$ cat src/rtl/calc_pkg.sv
// Purpose: shared encodings for the sign-magnitude calculator (display state, FSM, ops, button indices).
// Latency: n/a (declarations only).
// Backpressure: n/a.
package calc_pkg;

    // Values driven on the estado display output.
    localparam logic [2:0] EST_DESLIGADO = 3'd0;
    localparam logic [2:0] EST_LIGADO    = 3'd1;
    localparam logic [2:0] EST_SOMA      = 3'd2;
    localparam logic [2:0] EST_MULT      = 3'd3;
    localparam logic [2:0] EST_SUB       = 3'd4;
    localparam logic [2:0] EST_DIV       = 3'd5;

    // Bit positions inside the packed button vector.
    localparam int BTN_ON   = 0;
    localparam int BTN_SOMA = 1;
    localparam int BTN_SUB  = 2;
    localparam int BTN_MULT = 3;
    localparam int BTN_DIV  = 4;
    localparam int NBTN     = 5;

    typedef enum logic [1:0] {
        DESLIGADO = 2'd0,
        LIGADO    = 2'd1,
        DIV_RUN   = 2'd2,
        RESULTADO = 2'd3
    } state_t;

    typedef enum logic [1:0] {
        OP_SOMA = 2'd0,
        OP_SUB  = 2'd1,
        OP_MULT = 2'd2,
        OP_DIV  = 2'd3
    } op_t;

    // Display code shown while an op's result is (or is about to be) on r.
    function automatic logic [2:0] op_estado(input op_t op);
        case (op)
            OP_SOMA: op_estado = EST_SOMA;
            OP_SUB:  op_estado = EST_SUB;
            OP_MULT: op_estado = EST_MULT;
            default: op_estado = EST_DIV;
        endcase
    endfunction

endpackage

$ cat src/rtl/div_seq.sv
// Purpose: unsigned restoring shift-subtract divider, one quotient bit per clock.
// Latency: operands load on the start edge, W step edges follow, done pulses for the cycle after the last step.
// Backpressure: none; start is only legal when idle, abort drops the operation with no done pulse.
//
// Ports: clk, rst_n; start (1-cycle pulse, captures dividend/divisor), abort;
//        done (1-cycle pulse), quotient[W-1:0], remainder[W-1:0] (valid while done is high and until next start).
module div_seq #(
    parameter int W = 8
) (
    input  logic         clk,
    input  logic         rst_n,
    input  logic         start,
    input  logic         abort,
    input  logic [W-1:0] dividend,
    input  logic [W-1:0] divisor,
    output logic         done,
    output logic [W-1:0] quotient,
    output logic [W-1:0] remainder
);

    localparam int CW = (W > 2) ? $clog2(W) : 1;
    localparam logic [CW-1:0] LAST = CW'(W - 1);

    logic          run;
    logic [CW-1:0] cnt;
    logic [W-1:0]  d_q;

    // The quotient register doubles as the dividend shift register: its MSB
    // shifts into the partial remainder while the new quotient bit enters at the LSB.
    logic [W:0]   partial;
    logic         ge;
    logic [W-1:0] rem_next;

    assign partial  = {remainder, quotient[W-1]};
    assign ge       = (partial >= {1'b0, d_q});
    // partial - d_q < d_q when ge, so the W-bit wrap-around subtraction is exact.
    assign rem_next = ge ? (partial[W-1:0] - d_q) : partial[W-1:0];

    always_ff @(posedge clk or negedge rst_n) begin
        if (!rst_n) begin
            run       <= 1'b0;
            done      <= 1'b0;
            cnt       <= '0;
            d_q       <= '0;
            quotient  <= '0;
            remainder <= '0;
        end else begin
            done <= 1'b0;
            if (abort) begin
                run <= 1'b0;
            end else if (start) begin
                run       <= 1'b1;
                cnt       <= '0;
                d_q       <= divisor;
                quotient  <= dividend;
                remainder <= '0;
            end else if (run) begin
                remainder <= rem_next;
                quotient  <= {quotient[W-2:0], ge};
                cnt       <= cnt + CW'(1);
                if (cnt == LAST) begin
                    run  <= 1'b0;
                    done <= 1'b1;
                end
            end
        end
    end

endmodule

$ cat src/rtl/calc_sinal_mag.sv
// Purpose: sign-magnitude calculator (add/sub/mult/div) driven by active-low push buttons.
// Latency: soma/sub/mult and div-by-zero results one edge after the press edge; divide W+1 edges after it.
// Backpressure: busy during a divide; op presses are ignored while busy, on_off aborts.
//
// Ports: clk, rst_n; a/b + sa/sb operands; btn_* active-low buttons;
//        r/sr result, ra/rb/ssa/ssb operand echo, estado display code, busy, valid pulse, erro (div by zero).
module calc_sinal_mag
    import calc_pkg::*;
#(
    parameter int W = 8
) (
    input  logic           clk,
    input  logic           rst_n,
    input  logic [W-1:0]   a,
    input  logic [W-1:0]   b,
    input  logic           sa,
    input  logic           sb,
    input  logic           btn_on_off,
    input  logic           btn_soma,
    input  logic           btn_sub,
    input  logic           btn_mult,
    input  logic           btn_div,
    output logic [2*W-1:0] r,
    output logic           sr,
    output logic [W-1:0]   ra,
    output logic [W-1:0]   rb,
    output logic           ssa,
    output logic           ssb,
    output logic [2:0]     estado,
    output logic           busy,
    output logic           valid,
    output logic           erro
);

    // ---------------------------------------------------------------- buttons
    logic [NBTN-1:0] btn_n;
    logic [NBTN-1:0] btn_q;
    logic [NBTN-1:0] press;

    assign btn_n = {btn_div, btn_mult, btn_sub, btn_soma, btn_on_off};
    // Falling edge of an active-low button; a held button yields one press.
    assign press = btn_q & ~btn_n;

    logic p_on;
    logic op_vld;
    op_t  op_sel;

    assign p_on = press[BTN_ON];

    // Op priority mult > sub > soma > div; on_off outranks all of them at the FSM.
    always_comb begin
        op_vld = 1'b1;
        op_sel = OP_SOMA;
        if (press[BTN_MULT])      op_sel = OP_MULT;
        else if (press[BTN_SUB])  op_sel = OP_SUB;
        else if (press[BTN_SOMA]) op_sel = OP_SOMA;
        else if (press[BTN_DIV])  op_sel = OP_DIV;
        else                      op_vld = 1'b0;
    end

    // ---------------------------------------------------------------- state
    state_t       state;
    op_t          op_q;
    logic         pend;     // latched soma/sub/mult or div-by-zero awaiting its result edge
    logic [W-1:0] a_q;
    logic [W-1:0] b_q;
    logic         sa_q;
    logic         sb_q;

    logic op_go;
    logic div_start;
    logic div_abort;

    assign op_go     = ((state == LIGADO) || (state == RESULTADO)) && !p_on && op_vld;
    assign div_start = op_go && (op_sel == OP_DIV) && (b != '0);
    assign div_abort = (state == DIV_RUN) && p_on;

    // ---------------------------------------------------------------- divider
    logic         div_done;
    logic [W-1:0] div_quo;
    logic [W-1:0] div_rem;

    div_seq #(.W(W)) u_div (
        .clk       (clk),
        .rst_n     (rst_n),
        .start     (div_start),
        .abort     (div_abort),
        .dividend  (a),
        .divisor   (b),
        .done      (div_done),
        .quotient  (div_quo),
        .remainder (div_rem)
    );

    logic [2*W-1:0] div_mag;
    assign div_mag = {div_rem, div_quo};

    // ---------------------------------------------------------------- add/sub/mult
    logic           sb_eff;
    logic [W:0]     add_mag;
    logic           add_sign;
    logic [2*W-1:0] mul_mag;
    logic [2*W-1:0] calc_mag;
    logic           calc_sign;

    assign mul_mag = {{W{1'b0}}, a_q} * {{W{1'b0}}, b_q};

    // Subtraction is addition with b's sign flipped; unlike signs subtract the
    // smaller magnitude from the larger and take the larger operand's sign.
    always_comb begin
        sb_eff = (op_q == OP_SUB) ? ~sb_q : sb_q;
        if (sa_q == sb_eff) begin
            add_mag  = {1'b0, a_q} + {1'b0, b_q};
            add_sign = sa_q;
        end else if (a_q >= b_q) begin
            add_mag  = {1'b0, a_q - b_q};
            add_sign = sa_q;
        end else begin
            add_mag  = {1'b0, b_q - a_q};
            add_sign = sb_eff;
        end
    end

    always_comb begin
        calc_mag  = '0;
        calc_sign = 1'b0;
        case (op_q)
            OP_SOMA, OP_SUB: begin
                calc_mag  = {{(W-1){1'b0}}, add_mag};
                calc_sign = add_sign;
            end
            OP_MULT: begin
                calc_mag  = mul_mag;
                calc_sign = sa_q ^ sb_q;
            end
            default: begin
                calc_mag  = '0;
                calc_sign = 1'b0;
            end
        endcase
    end

    // ---------------------------------------------------------------- FSM
    always_ff @(posedge clk or negedge rst_n) begin
        if (!rst_n) begin
            btn_q <= '1;
            state <= DESLIGADO;
            op_q  <= OP_SOMA;
            pend  <= 1'b0;
            a_q   <= '0;
            b_q   <= '0;
            sa_q  <= 1'b0;
            sb_q  <= 1'b0;
            r     <= '0;
            sr    <= 1'b0;
            busy  <= 1'b0;
            valid <= 1'b0;
            erro  <= 1'b0;
        end else begin
            btn_q <= btn_n;
            valid <= 1'b0;
            case (state)
                DESLIGADO: begin
                    if (p_on) state <= LIGADO;
                end
                LIGADO, RESULTADO: begin
                    if (p_on) begin
                        state <= DESLIGADO;
                        pend  <= 1'b0;
                        r     <= '0;
                        sr    <= 1'b0;
                        erro  <= 1'b0;
                    end else if (op_go) begin
                        // A new op overrides any result still pending; r holds.
                        a_q  <= a;
                        b_q  <= b;
                        sa_q <= sa;
                        sb_q <= sb;
                        op_q <= op_sel;
                        erro <= 1'b0;
                        if (div_start) begin
                            state <= DIV_RUN;
                            busy  <= 1'b1;
                            pend  <= 1'b0;
                        end else begin
                            state <= RESULTADO;
                            pend  <= 1'b1;
                        end
                    end else if (pend) begin
                        pend  <= 1'b0;
                        valid <= 1'b1;
                        if (op_q == OP_DIV) begin
                            // Only a zero divisor reaches here as a pending div.
                            r    <= '0;
                            sr   <= 1'b0;
                            erro <= 1'b1;
                        end else begin
                            r  <= calc_mag;
                            sr <= calc_sign & (|calc_mag);
                        end
                    end
                end
                DIV_RUN: begin
                    if (p_on) begin
                        state <= DESLIGADO;
                        busy  <= 1'b0;
                        r     <= '0;
                        sr    <= 1'b0;
                        erro  <= 1'b0;
                    end else if (div_done) begin
                        state <= RESULTADO;
                        busy  <= 1'b0;
                        valid <= 1'b1;
                        r     <= div_mag;
                        sr    <= (sa_q ^ sb_q) & (|div_mag);
                    end
                end
                default: state <= DESLIGADO;
            endcase
        end
    end

    // ---------------------------------------------------------------- display outputs
    always_comb begin
        ra     = '0;
        rb     = '0;
        ssa    = 1'b0;
        ssb    = 1'b0;
        estado = EST_DESLIGADO;
        case (state)
            LIGADO: begin
                ra     = a;
                rb     = b;
                ssa    = sa;
                ssb    = sb;
                estado = EST_LIGADO;
            end
            DIV_RUN: begin
                ra     = a_q;
                rb     = b_q;
                ssa    = sa_q;
                ssb    = sb_q;
                estado = EST_DIV;
            end
            RESULTADO: begin
                ra     = a_q;
                rb     = b_q;
                ssa    = sa_q;
                ssb    = sb_q;
                estado = op_estado(op_q);
            end
            default: begin
                estado = EST_DESLIGADO;
            end
        endcase
    end

endmodule

$ cat config.mk
export PLATFORM = sky130hd
export DESIGN_NAME = calc_sinal_mag
export DESIGN_NICKNAME = d
export VERILOG_FILES = /design/src/rtl/calc_pkg.sv /design/src/rtl/div_seq.sv /design/src/rtl/calc_sinal_mag.sv
export SDC_FILE = /design/constraint.sdc
export NUM_CORES = 1
export LEC_CHECK = 0
export ABC_CLOCK_PERIOD_IN_PS = 12220
export CORE_MARGIN = 5
export CORE_UTILIZATION = 51
export CTS_CLUSTER_SIZE = 24
export DETAILED_ROUTE_END_ITERATION = 10
export DONT_BUFFER_PORTS = 1
export PLACE_DENSITY = 0.69
export SLEW_MARGIN = 20
export SYNTH_ARGS = -nofsm -noshare
export SYNTH_HDL_FRONTEND = slang
export SYNTH_HIERARCHICAL = 1
export SYNTH_SLANG_ARGS = --single-unit
$ cat constraint.sdc
create_clock -name clk -period 12.22 [get_ports clk]
set_input_delay 1.222 -clock clk [delete_from_list [all_inputs] [get_ports clk]]
set_output_delay 1.222 -clock clk [all_outputs]
set_load 0.01 [all_outputs]
==> impl_metrics.env, run 1 <==
export IMPL_status="complete, no violations"
export IMPL_muxShareOfSynthArea_pct=4.21
export IMPL_drive_gt1_share_pct=5.48
export IMPL_antenna_found_initial=0
export IMPL_drv_slew=0
export IMPL_synth_top_cell_by_area="dfrtp_1"
export IMPL_boundaryPins=66
export IMPL_clock_tree_root_cell="clkbuf_16"
export IMPL_yosys_warnings=6
export IMPL_cts_tree="built"
export IMPL_drt_iter0_drc=481
export IMPL_htreeDepth=3
export IMPL_numCtsBuffers=9
export IMPL_place_congestion=0.978
export IMPL_rsz0062_at_grt="false"
export IMPL_min_delay_path_class="flop to flop"
export IMPL_syn_nets=987
export IMPL_synth_area_leaders="dfrtp_1 24%, ha_1 12%, fa_1 11%"
export IMPL_clock_latency_ns=0.36
export IMPL_seq_area_frac_synth_pct=26.1
export IMPL_setup_ws_ns=6.97
export IMPL_synthAdderAreaFrac_pct=22.5
export IMPL_dp_hpwl_mm=16.6
export IMPL_antennaDiodeCount=0
export IMPL_start_util_pct=51.5
export IMPL_fillers=1344
export IMPL_track_usage_pct=25.4
export IMPL_wl_per_cell_um=20.4
export IMPL_required_ns=12.44
export IMPL_grt_pass1_vias=5940
export IMPL_drc=0
export IMPL_dieHeight_um=130
export IMPL_cts_resized=0
export IMPL_grt_pass1_wl_mm=33.1
export IMPL_final_nets=968
export IMPL_fmax_mhz=190
export IMPL_min_period_ns=5.25
export IMPL_synth_compound_area_share_pct=20.4
export IMPL_criticalPathCategory="flop to flop"
export IMPL_synth_edff_count=0
export IMPL_core_area_um2=14400
export IMPL_max_cap_violations=0
export IMPL_drt_total_wl_mm=20.9
export IMPL_dr_pass1_iters=5
export IMPL_whs_ns=0.498
export IMPL_max_slew_margin_pct=31.7
export IMPL_avgSynthCellArea_um2=8.67
export IMPL_cts_setup_buffers=0
export IMPL_synth_flop_cell="dfrtp_1"
export IMPL_core_rowCount=44
export IMPL_tightestPinTransition_ns=1.02
export IMPL_ys_seq_elements=77
export IMPL_clockBufferDepth=2
export IMPL_synth_area_um2=7400
export IMPL_overflow=0
export IMPL_numClockSinks=77
export IMPL_cp_arrival_ns=5.48
export IMPL_final_antenna_net_count=0
export IMPL_end_kind="flop"
export IMPL_synthSimpleGateAreaFrac_pct=16.8
export IMPL_num_vias=6193
export IMPL_cp_start_kind="flop"
export IMPL_fin_skew_ns=0.0121
export IMPL_dp_worst_setup_slack_ns=7.01
export IMPL_crit_fanout=9
export IMPL_setup_viol=0
export IMPL_die_area_um2=17000
export IMPL_finalCritPeriodShare_pct=43.0
export IMPL_ys_async_sr_fraction_pct=100
export IMPL_synth_top_family_by_area="adder cells"
export IMPL_synth_top_area_share_pct=24.4
export IMPL_clkTransAtPathRegs_ns=0.06
export IMPL_grt_max_degree=78
export IMPL_hold_buffers=0
export IMPL_synthToLayoutAreaGrowth_pct=4.87
export IMPL_synthXorXnorAreaFrac_pct=2.91
export IMPL_die_w_um=130
export IMPL_ys_types=77
export IMPL_portBuffers=0
export IMPL_final_hold_viol_count=0
export IMPL_syn_inst=853
export IMPL_setup_tns_final_ns=0
export IMPL_vias_per_cell=6.05
==> state kept, by name, indices dropped and copies added (netlist names), 2 cells and up <==
name and flops:
state 2, u_div/remainder 8, op_q 2, a_q 8, btn_q 5, r 16, u_div/cnt 3, u_div/d_q 8
u_div/quotient 8, b_q 8
==> critical path: stages, from the launching register on <==
cell and delay [ns]:
dfrtp_1 0.53, clkinv_1 0.36, nor2_1 0.24, fa_1 0.44, fa_1 0.51, fa_1 0.54, inv_1 0.05, fa_1 0.53
inv_1 0.04, ha_1 0.35, or3_1 0.39, nand4_1 0.12, nand2_1 0.07, a2111oi_0 0.47, nand4_1 0.16, nor4_1 0.22
a21oi_1 0.11
==> path summary, 6_finish.rpt <==
path	start	to	slack, ns	cells past startpoint
setup / recovery	a_q[1]	sr	6.97	16
setup reg to reg	a_q[1]	sr	6.97	16
min in group asynchronous	rst_n	state[1]	0.57	0
hold / removal	u_div/cnt[0]	u_div/cnt[0]	0.50	1
hold reg to reg	u_div/cnt[0]	u_div/cnt[0]	0.50	1
max in group asynchronous	rst_n	btn_q[1]	11.45	0
==> per-layer routing <==
| layer | vias up | wire (um) | track usage, % |
|---|---|---|---|
| met2 | 248 | 9420 | 38.7 |
| met3 | 44 | 1690 | 6.14 |
| met1 | 2965 | 8960 | 34.8 |
| met5 | - | 0 | 0 |
| li1 | 2936 | - | - |
| met4 | 0 | 819 | 11.1 |
==> cell type report <==
cell class	count	area, um^2	share of cell area [%]
multi-input combinational	649	4940	63.7
inverter	94	353	4.55
tap	184	230	2.97
clock inverter	5	35.0	0.452
timing repair buffer	3	22.5	0.290
clock buffer	11	243	3.13
sequential	77	1930	24.9
==> placed cells by master (no fill, tap or decap), types with 3 or more instances in the layout <==
cell type  Yosys  layout
mux2_2         9       9
a31oi_1        5       5
o31ai_1        3       3
nor4_1         8       8
nor2b_1       12      11
ha_1          69      69
clkbuf_16      0       9
nand4_1        4       4
o211ai_1       6       6
a22o_1        22      22
nand2_1       88      88
o21a_1         5       5
fa_1          40      40
nand3_1       14      14
nand2b_1      14      14
clkinv_1       7       7
or3_1          6       6
inv_1         87      87
buf_4          0       3
a21o_1         7       7
o21ai_0       72      72
or2_2          4       4
dfstp_2        5       5
a21oi_1       35      35
and3_1         5       5
o221ai_1       3       3
a211oi_1      11      11
xnor2_1       13      13
o2111ai_1      4       4
o31a_1         5       5
nor2_1        79      79
nor3_1        15      15
mux2i_1       21      21
a2bb2oi_1      4       4
o22ai_1        4       4
dfrtp_1       72      72
and2_1         9       9
xor2_1         9       9
==> per-stage QoR <==
stage	cell area [um^2]	utilization (%)	cells
5_1_grt	7760	54.0	1023
2_1_floorplan	7400	-	853
3_5_place_dp	7480	52.1	1007
6_report	7760	54.0	1023
3_3_place_gp	7480	52.1	1007
4_1_cts	7760	54.0	1023
==> logic make-up after synthesis <==
logic type | count (synthesis)
muxes | 30
buffers and inverters | 127
xor gates and xnor gates | 23
and+or+nand+nor | 267
DFF | 77
adders and majority gates | 109
AOI/OAI and AO/OA | 220
==> synthesized netlist by cell type, types with 6 or more instances <==
| master | number |
|---|---|
| clkbuf_1 | 21 |
| o21ai_0 | 72 |
| dfrtp_1 | 72 |
| inv_1 | 87 |
| a21o_1 | 7 |
| and2_1 | 9 |
| a21oi_1 | 35 |
| nand2_1 | 88 |
| nor2b_1 | 12 |
| xor2_1 | 9 |
| mux2i_1 | 21 |
| nor3_1 | 15 |
| ha_1 | 69 |
| nor4_1 | 8 |
| clkinv_1 | 7 |
| o211ai_1 | 6 |
| or3_1 | 6 |
| a211oi_1 | 11 |
| nor2_1 | 79 |
| nand2b_1 | 14 |
| mux2_2 | 9 |
| fa_1 | 40 |
| xnor2_1 | 13 |
| nand3_1 | 14 |
| a22o_1 | 22 |
Power of run 1 is not shown: default switching activity piles up to over one toggle a cycle in this logic, so the estimate is an artifact.
==> run 2: changes to the inputs <==
--- a/config.mk
+++ b/config.mk
@@ -5,7 +5,7 @@
 export SDC_FILE = /design/constraint.sdc
 export NUM_CORES = 1
 export LEC_CHECK = 0
-export ABC_CLOCK_PERIOD_IN_PS = 12220
+export ABC_CLOCK_PERIOD_IN_PS = 5000
 export CORE_MARGIN = 5
 export CORE_UTILIZATION = 51
 export CTS_CLUSTER_SIZE = 24
==> constraint.sdc (replaced) <==
create_clock -name clk -period 5 [get_ports clk]
set_input_delay 0.5 -clock clk [delete_from_list [all_inputs] [get_ports clk]]
set_output_delay 0.5 -clock clk [all_outputs]
set_load 0.01 [all_outputs]
==> impl_metrics.env, run 2 (synthesized netlist as in run 1, its figures left out) <==
export IMPL_criticalPathCategory="flop to flop"
export IMPL_final_nets=993
export IMPL_dp_cells=1026
export IMPL_numClockSinks=77
export IMPL_critPathSlowestCell="fa_1"
export IMPL_end_kind="flop"
export IMPL_fin_cells=1048
export IMPL_drc=0
export IMPL_numCtsBuffers=9
export IMPL_clock_tree_root_cell="clkbuf_16"
export IMPL_drv_slew=0
export IMPL_tightestPinTransition_ns=1.02
export IMPL_final_util_pct=56.0
export IMPL_clock_latency_ns=0.35
export IMPL_clockBufferDepth=2
export IMPL_final_hold_viol_count=0
export IMPL_overflow=0
export IMPL_setup_viol=0
export IMPL_fin_skew_ns=0.00825
export IMPL_slowest_delay_ns=0.55
export IMPL_largest_register_ff_count=16
export IMPL_boundaryPins=66
export IMPL_fin_area_um2=8050
export IMPL_core_area_um2=14400
export IMPL_num_vias=6294
export IMPL_placed_cell_area_um2=7620
export IMPL_synthToLayoutAreaGrowth_pct=8.84
export IMPL_track_usage_pct=25.3
export IMPL_cp_start_kind="flop"
export IMPL_grt_pass1_wl_mm=33.1
export IMPL_htreeDepth=3
export IMPL_cp_arrival_ns=4.98
export IMPL_dieHeight_um=130
export IMPL_place_congestion=0.958
export IMPL_max_slew_margin_pct=31.7
export IMPL_cts_tree="built"
export IMPL_start_util_pct=51.5
export IMPL_required_ns=5.23
export IMPL_max_cap_violations=0
export IMPL_die_w_um=130
export IMPL_drt_iter0_drc=549
export IMPL_grt_max_degree=78
export IMPL_timing_critical_path_buf_inv=3
export IMPL_drive_gt1_share_pct=11.0
export IMPL_final_antenna_net_count=0
export IMPL_fillers=1300
export IMPL_fmax_mhz=210
export IMPL_crit_chain="inv_1 > nor2_1 > fa_1 > fa_1 > inv_1 > fa_1 > fa_1 > inv_1 > ha_1 > a211oi_2 > nor2_1 > xor2_1 > a211oi_1 > nand2_1 > a31o_1 > a2111oi_4 > a21oi_1"
export IMPL_antenna_found_initial=0
export IMPL_grt_pass1_vias=6025
export IMPL_cp_top_family="adder cells"
export IMPL_rsz0062_at_grt="false"
export IMPL_final_common_cell="nand2_1"
export IMPL_status="complete, no violations"
export IMPL_vias_per_cell=6.01
export IMPL_min_delay_path_class="primary input to asynchronous set/reset pin"
export IMPL_clkTransAtPathRegs_ns=0.07
export IMPL_wl_per_cell_um=20.1
export IMPL_final_cell_mix="88 x nand2_1, 84 x inv_1, 78 x nor2_1"
export IMPL_dp_hpwl_mm=16.8
export IMPL_top_register="r"
export IMPL_drt_total_wl_mm=21.1
export IMPL_crit_fanout=6
export IMPL_portBuffers=0
export IMPL_core_rowCount=44
export IMPL_cpMostUsedCell="fa_1"
export IMPL_min_period_ns=4.75
export IMPL_antennaDiodeCount=0
export IMPL_dr_pass1_iters=5
export IMPL_die_area_um2=17000
export IMPL_finalCritPeriodShare_pct=95.1
run 2: path summary, 6_finish.rpt:
check                             start            to  slack (ns)  cells after the start
hold / removal                    rst_n      state[0]        0.04                      1
setup / recovery                 b_q[4]            sr        0.25                     17
min in group clk             btn_on_off      btn_q[0]        0.14                      0
hold reg to reg            u_div/cnt[0]  u_div/cnt[0]        0.51                      1
setup reg to reg                 b_q[4]            sr        0.25                     17
max in group asynchronous         rst_n        b_q[4]        4.63                      1
run 2: metrics by stage:
| step | TNS (ns) | setup slack, ns | hold slack [ns] |
|---|---|---|---|
| 2_1_floorplan | 0 | 0.290 | 0.204 |
| 3_3_place_gp | 0 | 0.134 | 0.208 |
| 3_5_place_dp | -0.0525 | -0.0525 | 0.208 |
| 4_1_cts | 0 | 0.0935 | 0.0553 |
| 5_1_grt | 0 | 0.00475 | 0.0628 |
| 6_report | 0 | 0.246 | 0.0449 |
run 2: repair_timing:
item | in CTS | in global routing
hold buffers | 1 | 0
endpoints found under the setup margin | 1 | 4
endpoints found under the hold margin | 77 | 0
pin swaps | 0 | 2
resized for setup | 4 | 22
setup buffers | 0 | 5
run 2: area by class of cell:
type	count	area, um^2	area share, %
Multi-Input combinational cell	649	5010	62.2
Sequential cell	77	1940	24.1
Inverter	94	359	4.46
Timing Repair Buffer	28	230	2.86
Tap cell	184	230	2.86
Clock buffer	9	225	2.80
Clock inverter	7	60.1	0.746
run 2: routing by layer:
metal  vias up  global-route usage, %  wire [um]  part of all wire [%]
li1       2981                      -          -                     -
met3        49                   5.08       1440                   6.8
met2       224                   39.3       9630                    46
met5         -                      0          0                     0
met1      3040                   34.7       9160                    43
met4         0                   10.8        832                   4.0
Power of run 2 is left out for the same reason.
==> run 3: changes to the inputs <==
--- a/config.mk
+++ b/config.mk
@@ -6,12 +6,14 @@
 export NUM_CORES = 1
 export LEC_CHECK = 0
 export ABC_CLOCK_PERIOD_IN_PS = 5000
+export CELL_PAD_IN_SITES_DETAIL_PLACEMENT = 1
+export CELL_PAD_IN_SITES_GLOBAL_PLACEMENT = 1
 export CORE_MARGIN = 5
-export CORE_UTILIZATION = 51
+export CORE_UTILIZATION = 50
 export CTS_CLUSTER_SIZE = 24
 export DETAILED_ROUTE_END_ITERATION = 10
 export DONT_BUFFER_PORTS = 1
-export PLACE_DENSITY = 0.69
+export PLACE_DENSITY = 0.85
 export SLEW_MARGIN = 20
 export SYNTH_ARGS = -nofsm -noshare
 export SYNTH_HDL_FRONTEND = slang
==> impl_metrics.env, run 3 (synthesized netlist as in run 1, its figures left out) <==
export IMPL_antenna_found_initial=0
export IMPL_final_common_cell="nand2_1"
export IMPL_fillers=1726
export IMPL_cpMostUsedCell="fa_1"
export IMPL_wl_per_cell_um=23.2
export IMPL_min_delay_path_class="primary input to asynchronous set/reset pin"
export IMPL_setup_tns_final_ns=0
export IMPL_htreeDepth=3
export IMPL_boundaryPins=66
export IMPL_core_area_um2=14500
export IMPL_tightestPinTransition_ns=1.09
export IMPL_die_area_um2=17300
export IMPL_max_cap_violations=0
export IMPL_critPathSlowestCell="fa_1"
export IMPL_numClockSinks=77
export IMPL_crit_chain="buf_4 > clkinv_1 > nor2_1 > fa_1 > fa_1 > ha_1 > inv_1 > fa_1 > inv_1 > ha_1 > a211oi_2 > buf_4 > nor2_1 > xor2_1 > a211oi_2 > nand2_1 > a31o_1 > a2111oi_4 > a21oi_1"
export IMPL_clock_latency_ns=0.35
export IMPL_cts_tree="built"
export IMPL_synthToLayoutAreaGrowth_pct=10.4
export IMPL_numCtsBuffers=9
export IMPL_status="complete, no violations"
export IMPL_vias_per_cell=6.26
export IMPL_max_slew_margin_pct=27.1
export IMPL_portBuffers=0
export IMPL_overflow=0
export IMPL_criticalPathCategory="flop to flop"
export IMPL_dp_hpwl_mm=19.3
export IMPL_drt_iter0_drc=422
export IMPL_antennaDiodeCount=0
export IMPL_clockBufferDepth=2
export IMPL_grt_pass1_wl_mm=37.8
export IMPL_place_congestion=0.941
export IMPL_start_util_pct=50.9
export IMPL_slowest_delay_ns=0.53
export IMPL_drv_slew=0
export IMPL_drc=0
export IMPL_fmax_mhz=208
export IMPL_final_nets=1000
export IMPL_top_register="r"
export IMPL_grt_pass1_vias=6853
export IMPL_dr_pass1_iters=5
export IMPL_final_cell_mix="88 x nand2_1, 82 x inv_1, 77 x nor2_1"
export IMPL_core_rowCount=44
export IMPL_finalCritPeriodShare_pct=96.0
export IMPL_track_usage_pct=27.3
export IMPL_largest_register_ff_count=16
export IMPL_required_ns=5.23
export IMPL_cp_start_kind="flop"
export IMPL_fin_skew_ns=0.00863
export IMPL_grt_max_degree=78
export IMPL_num_vias=6608
export IMPL_drt_total_wl_mm=24.5
export IMPL_dieHeight_um=132
export IMPL_crit_fanout=5
export IMPL_final_hold_viol_count=0
export IMPL_die_w_um=132
export IMPL_clock_tree_root_cell="clkbuf_16"
export IMPL_cp_arrival_ns=5.02
export IMPL_final_antenna_net_count=0
export IMPL_clkTransAtPathRegs_ns=0.07
export IMPL_drive_gt1_share_pct=12.7
export IMPL_regArea_um2=1940
export IMPL_end_kind="flop"
export IMPL_min_period_ns=4.80
export IMPL_multiInputGateArea_um2=5040
export IMPL_setup_viol=0
==> run 3: cell count changes in the layout (fill, tap and decap cells not counted), sizes merged <==
cell	previous run	this run
buf	28	35
bufinv	0	1
clkinvlp	3	0
inv	89	91
==> run 3: layout make-up <==
type	instances	share of cell area (%)
repair buffers	35	3.46
flip-flops and latches	77	23.8
well taps	184	2.82
multi-input cells	649	61.8
clock buffers	9	2.76
inverters	94	4.35
clock inverters	7	1.07
==> run 3: worst paths after layout <==
kind	depth (start not counted)	to	slack, ns	startpoint
worst max register to register	19	sr	0.20	a_q[0]
worst min register to register	1	u_div/cnt[2]	0.51	u_div/cnt[2]
max in group asynchronous	1	a_q[4]	4.61	rst_n
min in group clk	0	btn_q[4]	0.14	btn_div
worst max-delay path	19	sr	0.20	a_q[0]
worst min-delay path	1	r[9]	0.03	rst_n
==> run 3: what timing repair did <==
| action | in CTS | in global routing |
|---|---|---|
| endpoints found under the setup margin | 2 | 5 |
| pin swaps | 0 | 6 |
| gates resized for setup | 8 | 30 |
| endpoints found under the hold margin | 77 | 0 |
| buffers inserted | 0 | 4 |
| hold buffers | 1 | 0 |
==> run 3: routing by layer <==
| metal | global-route usage [%] | wire length [um] | vias to the layer above |
|---|---|---|---|
| li1 | - | - | 2991 |
| met1 | 33.1 | 9630 | 3341 |
| met2 | 49.4 | 12900 | 219 |
| met3 | 4.51 | 1280 | 57 |
| met4 | 8.46 | 692 | 0 |
| met5 | 0 | 0 | - |
==> run 3: worst max-delay path: cells and delay by family (launching register included) <==
| kind | cells | cell delay [ns] |
|---|---|---|
| flops | 1 | 0.46 |
| simple gates | 3 | 0.21 |
| buf+inv | 5 | 0.48 |
| fa+ha+maj | 5 | 2.14 |
| xor+xnor | 1 | 0.16 |
| compound gates | 5 | 1.22 |
==> run 3: per-stage QoR <==
stage	util, %	hold WS [ns]	area [um^2]	setup WS, ns	std cells
finish	56.2	0.0309	8170	0.202	1055
detailed placement	52.9	0.207	7680	-0.0977	1034
CTS	55.3	0.0593	8040	0.0195	1051
global placement	52.9	0.208	7680	0.115	1034
global route	56.2	0.0673	8170	-0.0126	1055
floorplan	-	0.204	7400	0.290	853
Power of run 3 is left out for the same reason.
